File: config.mk
export PLATFORM = sky130hd
export DESIGN_NAME = video_composite_mixer
export DESIGN_NICKNAME = d
export VERILOG_FILES = /design/src/rtl/video_composite_mixer.sv
export SDC_FILE = /design/constraint.sdc
export NUM_CORES = 1
export LEC_CHECK = 0
export BUFFER_PORTS_ARGS = -buffer_cell sky130_fd_sc_hd__buf_2
export CORE_MARGIN = 1
export CORE_UTILIZATION = 45
export DETAILED_ROUTE_END_ITERATION = 10
export GPL_TIMING_DRIVEN = 1
export PLACE_DENSITY_LB_ADDON = 0.15
export SYNTH_ARGS = -nofsm -noshare
export SYNTH_HDL_FRONTEND = slang
export SYNTH_SLANG_ARGS = --single-unit
File: constraint.sdc
create_clock -name CK_i -period 7.44 [get_ports CK_i]
set_input_delay 0.744 -clock CK_i [delete_from_list [all_inputs] [get_ports CK_i]]
set_output_delay 0.744 -clock CK_i [all_outputs]
set_load 0.05 [all_outputs]
File: src/rtl/video_composite_mixer.sv
// Composite video output stage: priority-mixes N overlay layers, adds sine-table chroma,
// inserts sync/pedestal/burst and clips to the DAC range through a 3-stage enabled pipeline.
module video_composite_mixer #(
  parameter int C_DAC_W     = 5,
  parameter int C_CPH_W     = 3,
  parameter int C_LAYERS    = 2,
  parameter int C_LUMA_W    = 5,
  parameter int C_SAT_W     = 4,
  parameter int C_PEDE      = 12,
  parameter int C_BURST_SAT = 3,
  parameter int C_ACTIVE_W  = 640
) (
  input  logic                          CK_i,
  input  logic                          RST_i,
  input  logic                          CK_EE_i,
  input  logic                          XSYNC_i,
  input  logic                          XBLK_i,
  input  logic                          CBURST_NOW_i,
  input  logic [C_CPH_W-1:0]            CPHs_i,
  input  logic [9:0]                    HCTRs_i,
  input  logic                          FRAME_TOP_i,
  input  logic [1:0]                    MODE_i,
  input  logic [C_LAYERS-1:0]           LAYER_HITs_i,
  input  logic [C_LAYERS*C_LUMA_W-1:0]  LAYER_LUMAs_i,
  input  logic [C_LAYERS*C_CPH_W-1:0]   LAYER_HUEs_i,
  input  logic [C_LAYERS*C_SAT_W-1:0]   LAYER_SATs_i,
  output logic [C_DAC_W-1:0]            VIDEOs_o,
  output logic                          XBLK_o,
  output logic                          CLIP_o,
  output logic [1:0]                    MODE_o,
  output logic [15:0]                   CLIP_CNTs_o
);

  localparam int NPH   = 1 << C_CPH_W;
  localparam int L_W   = (C_LUMA_W > 5) ? C_LUMA_W : 5;
  localparam int A_W   = (C_SAT_W > 3) ? C_SAT_W : 3;
  localparam int V_MAX = (1 << C_DAC_W) - 1;

  // round(4*sin) sampled at mid-phase; evaluated only at elaboration
  function automatic logic signed [3:0] sin_entry(input int p);
    real x;
    x = 4.0 * $sin(2.0 * 3.14159265358979 * (real'(p) + 0.5) / real'(NPH));
    if (x >= 0.0) return 4'($rtoi(x + 0.5));
    else          return 4'(-$rtoi(-x + 0.5));
  endfunction

  logic signed [3:0] sin_tab [NPH];
  for (genvar g = 0; g < NPH; g++) begin : g_sin
    localparam logic signed [3:0] S_G = sin_entry(g);
    assign sin_tab[g] = S_G;
  end

  // Stage 1 registers
  logic               xsync1_q, xblk1_q, cburst1_q;
  logic [1:0]         mode1_q;
  logic [L_W-1:0]     l1_q;
  logic [A_W-1:0]     a1_q;
  logic [C_CPH_W-1:0] p1_q, pb1_q;
  // Stage 2 registers
  logic               xsync2_q, xblk2_q, cburst2_q;
  logic [1:0]         mode2_q;
  logic [L_W-1:0]     l2_q;
  logic signed [15:0] c2_q, cb2_q;
  // Output / control registers
  logic [C_DAC_W-1:0] video_q;
  logic               xblk_q, clip_q;
  logic [1:0]         mode_q;
  logic [15:0]        clip_cnt_q, cnt_q;

  // S1: layer priority select or colour-bar generation
  logic [L_W-1:0]     l_d;
  logic [A_W-1:0]     a_d;
  logic [C_CPH_W-1:0] h_d, p_d, pb_d;
  logic [2:0]         bar;
  logic               found;
  int                 bar_i;

  always_comb begin
    l_d   = '0;
    a_d   = '0;
    h_d   = '0;
    found = 1'b0;
    for (int k = 0; k < C_LAYERS; k++) begin
      if (LAYER_HITs_i[k] && !found) begin
        found = 1'b1;
        l_d   = L_W'(LAYER_LUMAs_i[k*C_LUMA_W +: C_LUMA_W]);
        h_d   = LAYER_HUEs_i[k*C_CPH_W +: C_CPH_W];
        a_d   = A_W'(LAYER_SATs_i[k*C_SAT_W +: C_SAT_W]);
      end
    end
    bar_i = int'(HCTRs_i) * 8 / C_ACTIVE_W;
    bar   = (bar_i > 7) ? 3'd7 : bar_i[2:0];
    if (mode_q == 2'd2) begin
      l_d = L_W'((7 - int'(bar)) * 3);
      h_d = C_CPH_W'(bar);
      a_d = (bar != 3'd0 && bar != 3'd7) ? A_W'(6) : '0;
    end
    p_d  = CPHs_i + h_d;
    pb_d = CPHs_i + C_CPH_W'(NPH / 2);
  end

  // S2: chroma and burst amplitude, zeroed in mono
  logic signed [15:0] c_d, cb_d;

  always_comb begin
    c_d  = 16'((int'($signed({1'b0, a1_q})) * int'(sin_tab[p1_q])) >>> 2);
    cb_d = 16'((C_BURST_SAT * int'(sin_tab[pb1_q])) >>> 2);
    if (mode1_q == 2'd1) begin
      c_d  = '0;
      cb_d = '0;
    end
  end

  // S3: sync/burst/blank priority, then clipped picture level
  logic signed [31:0] v_d;
  logic [C_DAC_W-1:0] video_d;
  logic               clip_d;
  logic [15:0]        cnt_inc;

  always_comb begin
    v_d     = C_PEDE + int'(l2_q) + int'(c2_q);
    video_d = C_DAC_W'(C_PEDE);
    clip_d  = 1'b0;
    if (!xsync2_q) begin
      video_d = '0;
    end else if (cburst2_q) begin
      video_d = C_DAC_W'(C_PEDE + int'(cb2_q));
    end else if (!xblk2_q || mode2_q == 2'd3) begin
      video_d = C_DAC_W'(C_PEDE);
    end else if (v_d < 0) begin
      video_d = '0;
      clip_d  = 1'b1;
    end else if (v_d > V_MAX) begin
      video_d = C_DAC_W'(V_MAX);
      clip_d  = 1'b1;
    end else begin
      video_d = C_DAC_W'(v_d);
    end
    cnt_inc = (clip_d && cnt_q != 16'hFFFF) ? cnt_q + 16'd1 : cnt_q;
  end

  always_ff @(posedge CK_i) begin
    if (RST_i) begin
      xsync1_q   <= 1'b1;
      xblk1_q    <= 1'b0;
      cburst1_q  <= 1'b0;
      mode1_q    <= '0;
      l1_q       <= '0;
      a1_q       <= '0;
      p1_q       <= '0;
      pb1_q      <= '0;
      xsync2_q   <= 1'b1;
      xblk2_q    <= 1'b0;
      cburst2_q  <= 1'b0;
      mode2_q    <= '0;
      l2_q       <= '0;
      c2_q       <= '0;
      cb2_q      <= '0;
      video_q    <= C_DAC_W'(C_PEDE);
      xblk_q     <= 1'b0;
      clip_q     <= 1'b0;
      mode_q     <= '0;
      clip_cnt_q <= '0;
      cnt_q      <= '0;
    end else if (CK_EE_i) begin
      xsync1_q  <= XSYNC_i;
      xblk1_q   <= XBLK_i;
      cburst1_q <= CBURST_NOW_i;
      mode1_q   <= mode_q;
      l1_q      <= l_d;
      a1_q      <= a_d;
      p1_q      <= p_d;
      pb1_q     <= pb_d;
      xsync2_q  <= xsync1_q;
      xblk2_q   <= xblk1_q;
      cburst2_q <= cburst1_q;
      mode2_q   <= mode1_q;
      l2_q      <= l1_q;
      c2_q      <= c_d;
      cb2_q     <= cb_d;
      video_q   <= video_d;
      xblk_q    <= xblk2_q;
      clip_q    <= clip_d;
      // Frame boundary: publish count including this cycle's clip, restart counting
      if (FRAME_TOP_i) begin
        mode_q     <= MODE_i;
        clip_cnt_q <= cnt_inc;
        cnt_q      <= '0;
      end else begin
        cnt_q      <= cnt_inc;
      end
    end
  end

  assign VIDEOs_o    = video_q;
  assign XBLK_o      = xblk_q;
  assign CLIP_o      = clip_q;
  assign MODE_o      = mode_q;
  assign CLIP_CNTs_o = clip_cnt_q;

endmodule

==> impl_metrics.env <==
export IMPL_r2r_end="cnt_q[0]"
export IMPL_seqPwrFrac_pct=48.4
export IMPL_cp_end_kind="flip-flop"
export IMPL_syn_area_um2=4910
export IMPL_ff2ff_setup_slack_ps=3360
export IMPL_sw_frac_of_total_pct=31.4
export IMPL_nFillCells=1058
export IMPL_cp_num_cells=14
export IMPL_ant_nets=0
export IMPL_fmax_ghz=0.245
export IMPL_post_cts_buffers=0
export IMPL_clk_path_buf_depth=2
export IMPL_postCtsHoldBufs=0
export IMPL_ios=73
export IMPL_finalInstanceArea_um2=5510
export IMPL_startpoint_type="flip-flop"
export IMPL_grt_start_max_net_pins=71
export IMPL_grt_use_total_pct=18.9
export IMPL_timing_rr_start="l2_q[0]"
export IMPL_endpoint="cnt_q[0]"
export IMPL_cts_root_buf="clkbuf_8"
export IMPL_fin_tns_setup_ps=0
export IMPL_pwr_share_clk_pct=31.4
export IMPL_synthArstFlopShare_pct=0
export IMPL_synth_cell_types=60
export IMPL_routed_via_count=4189
export IMPL_hold_viol_final=0
export IMPL_drv_slew=0
export IMPL_finClkSkew_ps=15.6
export IMPL_cts_tree="built"
export IMPL_post_drt_via_cell_ratio=5.45
export IMPL_drc=0
export IMPL_first_pass_iters=4
export IMPL_crit_buf_inv=0
export IMPL_reg2reg_depth=14
export IMPL_holdCritPathClass="flip-flop to flip-flop"
export IMPL_fin_crit_sh_pct=54.9
export IMPL_crit_start="l2_q[0]"
export IMPL_place_port_buffers=68
export IMPL_diodes=0
export IMPL_drive_above_1_share_pct=15.8
export IMPL_synth_edf_count=0
export IMPL_cpPeakStageDelay_ps=630
export IMPL_status="complete, no violations"
export IMPL_dieArea_um2=11300
export IMPL_synth_area_per_cell_um2=8.51
export IMPL_antenna_found_initial=0
export IMPL_gr_total_overflow=0
export IMPL_final_core_util_pct=52.6
export IMPL_crit_chain="ha_1 -> fa_1 -> a211oi_1 -> o21bai_1 -> a21oi_1 -> nand2b_1 -> ha_1 -> and4bb_2 -> and3_1 -> nand4b_1 -> o211a_1 -> nand2_1 -> or4_1 -> a21oi_1"
export IMPL_insertion_delay_ps=360
export IMPL_cap_violations=0
export IMPL_power_density_nw_per_um2=178
export IMPL_synth_fp_nets=671
export IMPL_grt_setup_unrepaired="no"
export IMPL_ys_seq_elements=82
export IMPL_h_tree_depth=3
export IMPL_synthCells=577
export IMPL_synth_warnings=0
export IMPL_die_w_um=106
export IMPL_ys_seq_area_share_pct=33.4
export IMPL_wirelength_um=10300
export IMPL_power_switching_uw=307
export IMPL_clock_sinks=82
export IMPL_tightest_slew_ps=1140
export IMPL_cell_internal_pwr_uw=672
export IMPL_critPathTopFamily="compound AO/OA/AOI/OAI gates"
export IMPL_p_comb_share_pct=20.2
export IMPL_initial_core_util_pct=46.9
export IMPL_period_minus_slack_ps=4080
export IMPL_setup_violations=0
export IMPL_leakagePower_nw=2.46
export IMPL_ir_worst_vdd_mv=0.108
export IMPL_rows=37
export IMPL_setup_slack_ps=3360
export IMPL_die_h_um=106
export IMPL_nNetsFinal=722
export IMPL_grt_pass1_wl_um=17400
export IMPL_wl_per_cell_um=13.4
export IMPL_cts_made_buffers=9
export IMPL_drt_iter0_drc=149
export IMPL_critPathRequiredTime_ps=7720
export IMPL_crit_fanout=21
export IMPL_area_growth_pct=12.1
export IMPL_total_power_uw=979
export IMPL_dpl_worst_slack_ps=3390
export IMPL_cts_clk_slew_worst_paths_ps=90
export IMPL_worstPathArrival_ps=4370
export IMPL_place_area_um2=5320
export IMPL_dp_hpwl_um=7420
export IMPL_gp_congestion=0.796
export IMPL_crit_slowest_cell="o211a_1"
export IMPL_synth_ff_type="dfxtp_1"
export IMPL_slew_headroom_pct=24.1
export IMPL_core_um2=10500
export IMPL_worst_setup_path_type="flip-flop to flip-flop"
export IMPL_grt_pass1_vias=3944
export IMPL_ctsResizeCount=0
-- area by class of cell --
type / instances / area [um2] / area share [%]
Clock buffer: 10 / 138 / 2.50
Timing Repair Buffer: 72 / 370 / 6.73
Inverter: 33 / 124 / 2.25
Sequential cell: 82 / 1640 / 29.8
Clock inverter: 6 / 48.8 / 0.886
Multi-Input combinational cell: 430 / 3010 / 54.7
Tap cell: 136 / 170 / 3.09
-- per-stage QoR --
stage,hold slack (ps),cells
floorplan,431,577
global placement,435,753
detailed placement,441,753
CTS,461,769
global route,473,769
finish,457,769
-- state kept, by name (all words and copies together), names as in the netlist, 2 cells and up --
signal / count
cnt_q: 16
VIDEOs_o: 5
pb1_q: 3
l1_q: 5
p1_q: 3
a1_q: 4
c2_q: 7
MODE_o: 2
l2_q: 5
mode1_q: 2
cb2_q: 4
mode2_q: 2
CLIP_CNTs_o: 16
-- power groups by stage --
stage / clock network [mW] / registers (mW) / logic (mW)
2_1_floorplan: 0 / 0.504 / 0.128
3_3_place_gp: 0 / 0.483 / 0.193
3_5_place_dp: 0 / 0.484 / 0.199
4_1_cts: 0.314 / 0.474 / 0.201
5_1_grt: 0.336 / 0.477 / 0.225
6_report: 0.307 / 0.474 / 0.198
-- per-layer routing --
| metal | wire length (um) | vias up | GRT usage [%] |
|---|---|---|---|
| met3 | 408 | 8 | 3.43 |
| met2 | 4880 | 104 | 33.1 |
| li1 | - | 2144 | - |
| met4 | 108 | 0 | 5.77 |
| met1 | 4870 | 1933 | 23.3 |
| met5 | 0 | - | 0 |
-- cell families after synthesis --
| kind of cell | Yosys count | share of synthesized area, % |
|---|---|---|
| multiplexers | 28 | 5.73 |
| adder cells (fa/ha/maj) | 46 | 12.5 |
| AO/OA/AOI/OAI | 137 | 18.3 |
| buffers and inverters | 65 | 5.22 |
| XOR/XNOR | 27 | 4.82 |
| flip-flops | 82 | 33.4 |
| AND/OR/NAND/NOR | 192 | 20.0 |
-- cells in the mapped netlist (2+ instances only) --
master	instances	area, um2
and3_1	9	56.3
nor3_1	2	10.0
o21a_1	4	30.0
fa_1	5	100
and2_1	8	50.1
nand3_1	21	105
mux2i_1	27	270
o21ai_0	27	135
a211oi_1	21	158
or2_2	3	18.8
buf_1	2	7.51
a221oi_1	5	43.8
ha_1	41	513
a211o_1	2	17.5
nand2_1	30	113
xnor2_1	20	175
nor2_1	66	248
nand3b_1	2	15.0
nor2b_1	13	81.3
a21o_1	7	52.6
o21ai_1	2	10.0
clkbuf_1	27	101
a21oi_1	34	170
nand4_1	7	43.8
or3_1	10	62.6
a31oi_1	4	25.0
dfxtp_1	82	1640
o2bb2ai_1	3	26.3
a221o_1	3	30.0
nand2b_1	9	56.3
xor2_1	7	61.3
a22oi_1	14	105
inv_1	32	120
o21bai_1	2	15.0
-- worst min path at each step --
stage / startpoint / to / slack [ps] / depth (start not counted)
finish: VIDEOs_o[0] / VIDEOs_o[0] / 460 / 1
CTS: VIDEOs_o[0] / VIDEOs_o[0] / 460 / 1
detailed placement: VIDEOs_o[0] / VIDEOs_o[0] / 440 / 1
floorplan: xsync1_q / xsync2_q / 430 / 1
global placement: VIDEOs_o[4] / VIDEOs_o[4] / 440 / 1
global route: VIDEOs_o[1] / VIDEOs_o[1] / 470 / 1
-- placed cells by master (no fill, tap or decap), types with 4 or more instances in the layout --
| master | instances |
|---|---|
| inv_1 | 32 |
| ha_1 | 41 |
| nand4_1 | 7 |
| clkbuf_8 | 10 |
| and2_1 | 8 |
| a221oi_1 | 5 |
| a21o_1 | 7 |
| o21a_1 | 4 |
| or3_1 | 10 |
| o21ai_0 | 27 |
| a31oi_1 | 4 |
| a22oi_1 | 14 |
| nand2_1 | 30 |
| nor2b_1 | 13 |
| a21oi_1 | 34 |
| nand3_1 | 21 |
| and3_1 | 9 |
| nor2_1 | 66 |
| dfxtp_1 | 82 |
| xor2_1 | 7 |
| xnor2_1 | 20 |
| buf_4 | 4 |
| fa_1 | 5 |
| buf_2 | 68 |
| nand2b_1 | 9 |
| a211oi_1 | 21 |
| mux2i_1 | 27 |
(Power assumes the default switching activity.)
